File: src/rtl/mmio_clint_timer_pkg.sv
// Shared definitions for the CLINT machine-timer MMIO slave.
//   basicparams          : bus width and common word types
//   memorymap            : CLINT window placement and register word offsets
//   mmio_clint_timer_pkg : register-select enum and offset decode helper
// Optional feature macro used by this block: CLINT_MTIP_EN (see mmio_clint_timer.sv).

package basicparams;
  localparam int XLEN = 32;
  typedef logic [XLEN-1:0] UIntX;
  typedef logic [63:0]     UInt64;
endpackage : basicparams

package memorymap;
  localparam logic [31:0] CLINT_OFFSET = 32'h0200_0000;
  localparam logic [31:0] CLINT_END    = 32'h0200_000F;

  localparam logic [3:0] CLINT_MTIME_LO_OFF    = 4'h0;
  localparam logic [3:0] CLINT_MTIME_HI_OFF    = 4'h4;
  localparam logic [3:0] CLINT_MTIMECMP_LO_OFF = 4'h8;
  localparam logic [3:0] CLINT_MTIMECMP_HI_OFF = 4'hC;
endpackage : memorymap

package mmio_clint_timer_pkg;
  import memorymap::*;

  typedef enum logic [1:0] {
    SEL_MTIME_LO = 2'd0,
    SEL_MTIME_HI = 2'd1,
    SEL_CMP_LO   = 2'd2,
    SEL_CMP_HI   = 2'd3
  } reg_sel_e;

  // Map a byte offset inside the 16-byte window to a register; the low two
  // bits are masked because only full-word accesses exist.
  function automatic reg_sel_e decode_sel(input logic [3:0] i_off);
    logic [3:0] w_word_off;
    w_word_off = i_off & 4'hC;
    case (w_word_off)
      CLINT_MTIME_LO_OFF:    decode_sel = SEL_MTIME_LO;
      CLINT_MTIME_HI_OFF:    decode_sel = SEL_MTIME_HI;
      CLINT_MTIMECMP_LO_OFF: decode_sel = SEL_CMP_LO;
      CLINT_MTIMECMP_HI_OFF: decode_sel = SEL_CMP_HI;
      default:               decode_sel = SEL_MTIME_LO;
    endcase
  endfunction
endpackage : mmio_clint_timer_pkg

File: src/rtl/mmio_clint_timer_if.sv
// Data-side MMIO request/response bundle between the MMIO controller
// (master) and a slave such as the CLINT timer.

interface mmio_clint_timer_if;
  import basicparams::*;

  logic req_ready;
  logic req_valid;
  UIntX req_addr;
  logic req_wen;
  UIntX req_wdata;
  logic resp_valid;
  UIntX resp_rdata;

  modport master (
    input  req_ready,
    output req_valid,
    output req_addr,
    output req_wen,
    output req_wdata,
    input  resp_valid,
    input  resp_rdata
  );

  modport slave (
    output req_ready,
    input  req_valid,
    input  req_addr,
    input  req_wen,
    input  req_wdata,
    output resp_valid,
    output resp_rdata
  );
endinterface : mmio_clint_timer_if

File: src/rtl/mmio_clint_timer_cmp.sv
// clint_cmp_unit: unsigned 64-bit mtime >= mtimecmp compare, registered
// into the machine timer interrupt-pending flag. Used only when the top is
// built with CLINT_MTIP_EN.

module clint_cmp_unit
  import basicparams::*;
(
  input  logic  clk,
  input  logic  rst,
  input  UInt64 i_mtime,
  input  UInt64 i_mtimecmp,
  output logic  o_mtip
);

  logic w_expired;
  logic r_mtip;

  assign w_expired = (i_mtime >= i_mtimecmp);
  assign o_mtip    = r_mtip;

  // Register the compare result so mtip lags its inputs by one cycle.
  always_ff @(posedge clk) begin
    if (rst) begin
      r_mtip <= 1'b0;
    end else begin
      r_mtip <= w_expired;
    end
  end

endmodule : clint_cmp_unit

File: src/rtl/mmio_clint_timer.sv
// mmio_clint_timer: CLINT subset on the data MMIO bus. mtime (counted
// outside) is read-only, mtimecmp is read/write, accessed as 32-bit words.
// Requests are always accepted; reads answer with a one-cycle pulse in the
// following cycle, writes produce no response.
// Optional macro CLINT_MTIP_EN: adds the registered mtip output.

module mmio_clint_timer
  import basicparams::*;
  import mmio_clint_timer_pkg::*;
#(
  parameter int FMAX_MHz = 27
) (
  input  logic                  clk,
  input  logic                  rst,
  mmio_clint_timer_if.slave     bus,
  input  UInt64                 mtime,
  output UInt64                 mtimecmp
`ifdef CLINT_MTIP_EN
  ,
  output logic                  mtip
`endif
);

  if (FMAX_MHz < 1) begin : g_fmax_check
    $error("mmio_clint_timer: FMAX_MHz must be positive");
  end

  reg_sel_e       w_sel;
  logic           w_rd_accept;
  logic           w_wr_accept;
  UIntX           w_rd_data;
  logic [XLEN-5:0] w_addr_unused;

  UIntX r_cmp_lo;
  UIntX r_cmp_hi;
  logic r_resp_valid;
  UIntX r_resp_rdata;

  // Only offset bits [3:0] take part in decode.
  assign w_addr_unused = bus.req_addr[XLEN-1:4];

  assign bus.req_ready = 1'b1;
  assign w_sel         = decode_sel(bus.req_addr[3:0]);
  assign w_rd_accept   = bus.req_valid & ~bus.req_wen;
  assign w_wr_accept   = bus.req_valid &  bus.req_wen;

  assign mtimecmp       = {r_cmp_hi, r_cmp_lo};
  assign bus.resp_valid = r_resp_valid;
  assign bus.resp_rdata = r_resp_rdata;

  // Read mux: mtime halves are sampled live, so a 64-bit read is two
  // independent snapshots and software deals with the carry.
  always_comb begin
    w_rd_data = '0;
    case (w_sel)
      SEL_MTIME_LO: w_rd_data = mtime[31:0];
      SEL_MTIME_HI: w_rd_data = mtime[63:32];
      SEL_CMP_LO:   w_rd_data = r_cmp_lo;
      SEL_CMP_HI:   w_rd_data = r_cmp_hi;
      default:      w_rd_data = '0;
    endcase
  end

  // mtimecmp halves: all-ones at reset so no interrupt fires before software
  // programs a deadline; writes to mtime offsets fall through and are dropped.
  always_ff @(posedge clk) begin
    if (rst) begin
      r_cmp_lo <= '1;
      r_cmp_hi <= '1;
    end else if (w_wr_accept) begin
      case (w_sel)
        SEL_CMP_LO: r_cmp_lo <= bus.req_wdata;
        SEL_CMP_HI: r_cmp_hi <= bus.req_wdata;
        default: begin
          r_cmp_lo <= r_cmp_lo;
          r_cmp_hi <= r_cmp_hi;
        end
      endcase
    end else begin
      r_cmp_lo <= r_cmp_lo;
      r_cmp_hi <= r_cmp_hi;
    end
  end

  // Read response: one-cycle valid pulse, data held between reads; reset
  // drops any response that would otherwise appear next cycle.
  always_ff @(posedge clk) begin
    if (rst) begin
      r_resp_valid <= 1'b0;
      r_resp_rdata <= '0;
    end else begin
      r_resp_valid <= w_rd_accept;
      if (w_rd_accept) begin
        r_resp_rdata <= w_rd_data;
      end else begin
        r_resp_rdata <= r_resp_rdata;
      end
    end
  end

`ifdef CLINT_MTIP_EN
  clint_cmp_unit u_cmp (
    .clk        (clk),
    .rst        (rst),
    .i_mtime    (mtime),
    .i_mtimecmp ({r_cmp_hi, r_cmp_lo}),
    .o_mtip     (mtip)
  );
`endif

endmodule : mmio_clint_timer

File: src/flat_wrapper.sv
// flat-port wrapper written by rule: the top's interface ports become plain ports
module mmio_clint_timer_flat import basicparams::*; import mmio_clint_timer_pkg::*;
#(
  parameter int FMAX_MHz = 27
)
  (clk, rst, mtime, mtimecmp, bus_req_ready, bus_req_valid, bus_req_addr, bus_req_wen, bus_req_wdata, bus_resp_valid, bus_resp_rdata);
  mmio_clint_timer_if bus_i ();
  input  logic clk;
  input  logic rst;
  input  UInt64 mtime;
  output UInt64 mtimecmp;
  output wire logic [$bits(bus_i.req_ready)-1:0] bus_req_ready;
  input wire logic [$bits(bus_i.req_valid)-1:0] bus_req_valid;
  input wire logic [$bits(bus_i.req_addr)-1:0] bus_req_addr;
  input wire logic [$bits(bus_i.req_wen)-1:0] bus_req_wen;
  input wire logic [$bits(bus_i.req_wdata)-1:0] bus_req_wdata;
  output wire logic [$bits(bus_i.resp_valid)-1:0] bus_resp_valid;
  output wire logic [$bits(bus_i.resp_rdata)-1:0] bus_resp_rdata;
  assign bus_req_ready = bus_i.req_ready;
  assign bus_i.req_valid = bus_req_valid;
  assign bus_i.req_addr = bus_req_addr;
  assign bus_i.req_wen = bus_req_wen;
  assign bus_i.req_wdata = bus_req_wdata;
  assign bus_resp_valid = bus_i.resp_valid;
  assign bus_resp_rdata = bus_i.resp_rdata;
  mmio_clint_timer #(.FMAX_MHz(FMAX_MHz)) u_core (.clk(clk), .rst(rst), .bus(bus_i), .mtime(mtime), .mtimecmp(mtimecmp));
endmodule
File: config.mk
export PLATFORM = sky130hd
export DESIGN_NAME = mmio_clint_timer_flat
export DESIGN_NICKNAME = d
export VERILOG_FILES = /design/src/rtl/mmio_clint_timer_pkg.sv /design/src/rtl/mmio_clint_timer_if.sv /design/src/rtl/mmio_clint_timer_cmp.sv /design/src/rtl/mmio_clint_timer.sv /design/src/flat_wrapper.sv
export SDC_FILE = /design/constraint.sdc
export NUM_CORES = 1
export LEC_CHECK = 0
export ABC_AREA = 1
export CORE_MARGIN = 2
export CORE_UTILIZATION = 43
export CTS_CLUSTER_SIZE = 10
export DETAILED_ROUTE_END_ITERATION = 6
export PLACE_DENSITY = 0.86
export SLEW_MARGIN = 20
export SYNTH_ARGS = -nofsm -noshare
export SYNTH_HDL_FRONTEND = slang
export SYNTH_SLANG_ARGS = --single-unit
export TNS_END_PERCENT = 5
File: constraint.sdc
create_clock -name clk -period 2 [get_ports clk]
set_input_delay 0.3 -clock clk [delete_from_list [all_inputs] [get_ports clk]]
set_output_delay 0.3 -clock clk [all_outputs]
set_load 0.01 [all_outputs]
After elaboration in Yosys (flattened, before gate mapping)
Index checks and enable logic that the tools add are counted.
- flip-flop bits (word level): 97
- input bits: 132
- output and inout bits: 98
- word-level logic and storage cells: 18
- equal/unequal tests: 6
- mux-type cells: 2
- bitwise gates (word level): 3
- reduce and logical (&&, ||, !) cells: 3
- operators with widths (kind ; count):
    one-hot mux 32 bit (4 select lines) ; 1
    == test 2 bit (second input constant) ; 4
    one-hot mux 2 bit (3 select lines) ; 1
    == test 2 x 1 -> 1 bit (second input constant) ; 2
    AND reduction 2 bit ; 2
    AND 1 bit ; 2
    logical NOT 2 bit ; 1
    inverter 1 bit ; 1

Depth between registers and ports, before layout
Gate-level depths: netlist of the first run.
- depth after elaboration: 4
- depth in mapped cells: 8
- depth with buffers taken out: 7

Worst setup path before layout of the first run
No wires, ideal clock.
- path type: input to register
- start point: input port bus_req_addr[2]
- end point: register u_core.r_cmp_lo[10]
- library setup time: 0.134 ns
- arrival time: 1.077 ns
- data required time: 1.866 ns
- slack: 0.789 ns
- stages on the path: 6
- buffers on the path: 2
- path through: buf_4 nor3_4 inv_2 clkbuf_1 nand2_1 nand3_1
- longest elaborated chain between the ends: 4
- elaborated cells between the ends (all ways): 6
- classes of those cells: eq/ne (4); mux (1); reduce/logical (1)
- RTL lines (element ; line ; source):
    start, declared ; flat_wrapper.sv:14 ; input wire logic [$bits(bus_i.req_addr)-1:0] bus_req_addr;
    == test 2 bit or == test 2 x 1 -> 1 bit (tied branches) ; mmio_clint_timer_pkg.sv:38 ; case (w_word_off)
    one-hot mux 2 bit (3 select lines) * ; mmio_clint_timer_pkg.sv:38 ;
    == test 2 bit * ; mmio_clint_timer.sv:71 ; case (w_sel)
    AND reduction 2 bit (no source line) * ; n/a ;
    end signal, assigned ; mmio_clint_timer.sv:72 ; SEL_CMP_LO: r_cmp_lo <= bus.req_wdata;
    end signal, assigned ; mmio_clint_timer.sv:75 ; r_cmp_lo <= r_cmp_lo;
    end signal, assigned ; mmio_clint_timer.sv:80 ; r_cmp_lo <= r_cmp_lo;
    end, declared ; mmio_clint_timer.sv:34 ; UIntX r_cmp_lo;
Mark *: on every way between the ends. The rest lies on a longest branch, timed or not.
A chain may end at the register's enable or synchronous reset.

Worst setup path in the final report of the first run
- start point: input port bus_req_addr[2]
- end point: register u_core.r_cmp_lo[6]
The elaborated chain is that of the path after synthesis.

==> results of run 1 <==
## area by class of cell
class / count / area share [%]
Clock buffer: 11 / 2.10
Clock inverter: 4 / 0.800
Inverter: 41 / 2.29
Multi-Input combinational cell: 457 / 31.1
Sequential cell: 97 / 28.9
Tap cell: 133 / 2.48
Timing Repair Buffer: 218 / 32.4
## synthesized netlist by cell type
library cell,number
nand3_1,125
buf_2,23
nor2_2,2
buf_1,1
conb_1,1
inv_2,3
clkbuf_1,22
a21oi_1,58
clkinv_1,1
buf_4,2
dfxtp_1,97
nor2_1,3
inv_1,37
nand4_1,1
nor3_4,1
o21bai_1,31
nand2_1,231
o21ai_0,4
## critical path: cells and delay by family
family        cells  cell delay (ps)
buf+inv           3             1320
simple gates      3              320
## where the power goes
part	internal, mW	switching (mW)	total, mW
Combinational	0.464	0.408	0.872
Sequential	2.02	0.0594	2.08
Clock	0.609	0.661	1.27
Total	3.09	1.13	4.22
## kinds of logic after synthesis
kind of cell | synth area share, %
flip-flops | 44.2
AO/OA/AOI/OAI | 12.3
buffers and inverters | 8.42
AND/OR/NAND/NOR | 35.0
other | 0.0853
## flip-flops by register name, summed over array words and instances, names as in the netlist
signal and cells:
u_core.bus.resp_rdata 32, u_core.r_cmp_hi 32, u_core.r_cmp_lo 32, u_core.bus.resp_valid 1
## metrics by stage
step / hold slack [ps] / instances / TNS, ps / cell area (µm²)
global placement: 453 / 946 / 0 / 6530
CTS: 471 / 961 / 0 / 6720
global route: 496 / 961 / 0 / 6720
floorplan: 426 / 643 / 0 / 4400
finish: 470 / 961 / 0 / 6720
detailed placement: 457 / 946 / -9.65 / 6530
## path summary, 6_finish.rpt
path | startpoint | end | slack (ps) | cells after the start
worst max register to register | u_core.r_cmp_lo[16] | u_core.bus.resp_rdata[16] | 1070 | 4
worst min register to register | u_core.bus.resp_rdata[19] | u_core.bus.resp_rdata[19] | 470 | 2
worst min-delay path | u_core.bus.resp_rdata[19] | u_core.bus.resp_rdata[19] | 470 | 2
worst max-delay path | bus_req_addr[2] | u_core.r_cmp_lo[6] | 350 | 6
## per-layer routing
metal	share of wire (%)	track usage (%)	up-vias
met3	7.6	4.43	33
met4	2.8	12.1	0
met5	0	0	-
met1	41	34.2	2316
li1	-	-	2437
met2	48	44.7	232
==> flow_summary.json, run 1 <==
{
  "synth.ff_latch_count": 97,
  "ys_warn_count": 0,
  "worst_setup_path_end_kind": "register",
  "multi_input_area_um2": 2090,
  "yosys.area.top_type": "dfxtp_1",
  "fillers": 805,
  "skew_ps": 9.17,
  "place_ws_ps": -9.65,
  "clock_path_buffers": 2,
  "p_total_mw": 4.22,
  "fmax_mhz": 604,
  "hpwl_mm": 11.2,
  "final_max_slew_viol_count": 0,
  "peakVddDrop_uv": 389,
  "routed_wl_mm": 15.1,
  "power.density_nw_per_um2": 627,
  "grt_max_degree": 37,
  "viasPerCell": 5.22,
  "fp.dieArea_um2": 11100,
  "groute.usage.overall_pct": 26.9,
  "crit_required_ps": 2290,
  "drive_gt1_share_pct": 5.07,
  "ios": 230,
  "fin_util_pct": 68.2,
  "initial_core_util_pct": 44.6,
  "fp.dieW_um": 105,
  "grt_setup_unrepaired": "false",
  "cts_root_buf": "clkbuf_8",
  "slowest_delay_ps": 600,
  "worst_slack_ps": 345,
  "grt_pass1_wl_mm": 23.6,
  "final_cell_mix": "nand2_1 (230), clkdlybuf4s50_1 (197), nand3_1 (125)",
  "first_global_vias": 4805,
  "synth_cell_types": 18,
  "synth_seq_area_share_pct": 44.2,
  "drc_errors": 0,
  "port_buffers": 198,
  "diodes": 0,
  "cts_hold_buffers": 0,
  "die_height_um": 105,
  "avgSynthCellArea_um2": 6.84,
  "gp_congestion": 0.868,
  "syn_area_um2": 4400,
  "worst_setup_path_start_kind": "input pin",
  "arrival_ps": 1950,
  "netlist_instances": 643,
  "worst_pin_slew_ps": 644,
  "htree_levels": 3,
  "worstPathMaxFanout": 32,
  "setup_violations": 0,
  "min_period_ps": 1650,
  "clock_latency_ps": 350,
  "cap_viol_max_count": 0,
  "area_delta_synth_final_pct": 52.9,
  "detail_route.iter0.violations": 320,
  "fin_nets": 956,
  "yosysTopAreaCellShare_pct": 44.2,
  "globalRouteOverflowTotal": 0,
  "critical_path_class": "in -> reg",
  "wl_per_cell_um": 15.7,
  "leakage_nw": 3.03,
  "final_common_cell": "nand2_1",
  "path_clk_slew_ps": 90,
  "syn-num-nets": 775,
  "antenna_found_initial": 0,
  "run_status": "complete, no violations",
  "hold_viol": 0,
  "drtAntennaViolNets": 0,
  "regArea_um2": 1940,
  "ctsResizeCount": 0,
  "cts-buffers-inserted": 9,
  "row_count": 36,
  "cts_tree": "yes",
  "hold_path.class": "reg -> reg",
  "slowest_stage": "clkdlybuf4s50_1",
  "clock-sinks": 97,
  "post-route-period-util_pct": 82.7,
  "cts_setup_buffers": 0,
  "dr_total_vias": 5018,
  "slew-limit-headroom_pct": 57.0,
  "firstDrtPassIters": 5,
  "design.core.area_um2": 9860,
  "synth_area_leaders": "dfxtp_1 (44%), nand2_1 (20%), nand3_1 (14%)",
  "crit_chain": "clkdlybuf4s50_1 -> buf_4 -> nor3_4 -> inv_2 -> nand2_1 -> nand3_1"
}
Power figures use the tool's default switching activity.
==> inputs of run 2 (changes only) <==
--- a/config.mk
+++ b/config.mk
@@ -7,10 +7,10 @@
 export LEC_CHECK = 0
 export ABC_AREA = 1
 export CORE_MARGIN = 2
-export CORE_UTILIZATION = 43
+export CORE_UTILIZATION = 36
 export CTS_CLUSTER_SIZE = 10
 export DETAILED_ROUTE_END_ITERATION = 6
-export PLACE_DENSITY = 0.86
+export PLACE_DENSITY = 0.77
 export SLEW_MARGIN = 20
 export SYNTH_ARGS = -nofsm -noshare
 export SYNTH_HDL_FRONTEND = slang
==> constraint.sdc (replaced) <==
create_clock -name clk -period 1.4 [get_ports clk]
set_input_delay 0.21 -clock clk [delete_from_list [all_inputs] [get_ports clk]]
set_output_delay 0.21 -clock clk [all_outputs]
set_load 0.01 [all_outputs]
==> run 2 against run 1 <==
Clock power is 140% higher. Flip-flop and latch count stayed put. Utilization shrank 9.0 points. Routed wire length grew 4.0%. Clock skew decreased by 6.9 ps.
==> flow_summary.json, run 2 (synthesis gave the netlist of run 1 again) <==
{
  "final_max_slew_viol_count": 0,
  "dr_total_vias": 4949,
  "port_buffers": 198,
  "hold_path.class": "in -> reg",
  "hpwl_mm": 11.5,
  "grt_setup_unrepaired": "false",
  "setup_violations": 0,
  "wl_per_cell_um": 15.7,
  "min_period_ps": 1320,
  "fp.dieArea_um2": 13100,
  "antenna_found_initial": 0,
  "worstPathMaxFanout": 18,
  "area_delta_synth_final_pct": 60.8,
  "cts_tree": "yes",
  "routed_wl_mm": 15.7,
  "crit_required_ps": 1630,
  "peakVddDrop_uv": 688,
  "comb_power_share_pct": 17.2,
  "power_frac_seq_pct": 40.9,
  "design.core.area_um2": 12000,
  "drive_gt1_share_pct": 7.87,
  "clock-sinks": 97,
  "drc_errors": 0,
  "switching_share_pct": 24.7,
  "path_clk_slew_ps": 70,
  "cts_hold_buffers": 0,
  "worst_setup_path_end_kind": "register",
  "row_count": 40,
  "final_common_cell": "nand2_1",
  "hold_slack_ps": 456,
  "cts-buffers-inserted": 9,
  "critical_path_class": "in -> reg",
  "grt_max_degree": 34,
  "ios": 230,
  "clkPwrFrac_pct": 41.9,
  "p_sw_mw": 1.78,
  "leakage_nw": 3.30,
  "htree_levels": 3,
  "arrival_ps": 1550,
  "fmax_mhz": 757,
  "cts_setup_buffers": 0,
  "p_total_mw": 7.24,
  "final.setup.tns_ps": 0,
  "detail_route.iter0.violations": 335,
  "internal-power_mw": 5.45,
  "die_height_um": 115,
  "worst_setup_path_start_kind": "input pin",
  "hold_viol": 0,
  "first_global_vias": 4578,
  "gp_congestion": 0.866,
  "skew_ps": 2.23,
  "fp.dieW_um": 115,
  "grt_pass1_wl_mm": 24.2,
  "clock_path_buffers": 2,
  "final_cell_mix": "nand2_1 (229), nand3_1 (125), clkdlybuf4s50_1 (99)",
  "viasPerCell": 4.96,
  "post-route-period-util_pct": 94.4,
  "cts_root_buf": "clkbuf_16",
  "groute.usage.overall_pct": 23.7,
  "drtAntennaViolNets": 0,
  "initial_core_util_pct": 36.8,
  "firstDrtPassIters": 5,
  "fin_nets": 978,
  "cap_viol_max_count": 0,
  "globalRouteOverflowTotal": 0,
  "diodes": 0,
  "clock_latency_ps": 340,
  "power.density_nw_per_um2": 1020,
  "run_status": "complete, no violations"
}
==> run 2: cell types whose count changed in the layout (fill, tap and decap cells not counted), moves of 2 or more <==
cell	before	now
dlygate4sd2_1	0	97
buf_12	4	11
nand2_4	0	2
buf_4	16	29
clkdlybuf4s50_1	197	99
bufinv_16	1	4
buf_6	0	2
clkbuf_16	0	9
clkbuf_8	10	0
==> run 2: timing repair <==
action                                 CTS  global route
pin swaps                                0             1
setup endpoints to repair               97            51
gates cloned                             0             0
endpoints found under the hold margin    0             0
gates resized for setup                 97             6
==> run 2: worst paths after layout <==
path	from	to	slack, ps	depth (start not counted)
worst min register to register	u_core.bus.resp_rdata[25]	u_core.bus.resp_rdata[25]	460	2
worst max-delay path	bus_req_wen	u_core.r_cmp_lo[6]	80	7
worst min-delay path	bus_req_addr[2]	u_core.bus.resp_rdata[17]	460	7
worst max register to register	u_core.r_cmp_lo[18]	u_core.bus.resp_rdata[18]	490	4
==> run 2: stage by stage <==
step           instances  utilization, %  worst slack (ps)  instance area (µm²)
2_1_floorplan        643               -               279                 4400
3_3_place_gp         982            56.9              -294                 6800
3_5_place_dp         982            56.9              -344                 6800
4_1_cts              998            58.9              29.5                 7050
5_1_grt              998            59.1              2.12                 7070
6_report             998            59.1              78.6                 7070
==> run 2: layout make-up <==
type,count,area (µm²)
multi-input combinational,457,2110
inverter,41,154
sequential,97,1940
timing repair buffer,240,2320
clock buffer,9,225
clock inverter,7,141
tap,147,184
fill,1142,4890
==> run 2: routing by layer <==
layer  up-vias  part of all wire, %  GRT usage (%)
met5         -                    0              0
met4         0                  3.0           10.0
met3        31                  6.5           3.71
met2       186                   45           37.5
met1      2243                   45           32.2
li1       2489                    -              -
==> run 2: critical path, cell delays in order <==
cell             delay, ps
clkdlybuf4s50_1        530
nand2_4                100
nor3_4                 290
inv_2                  100
buf_12                 170
nand2_1                 70
nand3_1                 70
==> run 2: power by group through the flow <==
stage | clock (mW) | combinational, mW | sequential, mW
2_1_floorplan | 0 | 0.470 | 3.07
3_3_place_gp | 0 | 1.30 | 3.03
3_5_place_dp | 0 | 1.31 | 3.03
4_1_cts | 3.05 | 1.24 | 2.96
5_1_grt | 3.17 | 1.35 | 2.98
6_report | 3.04 | 1.24 | 2.96
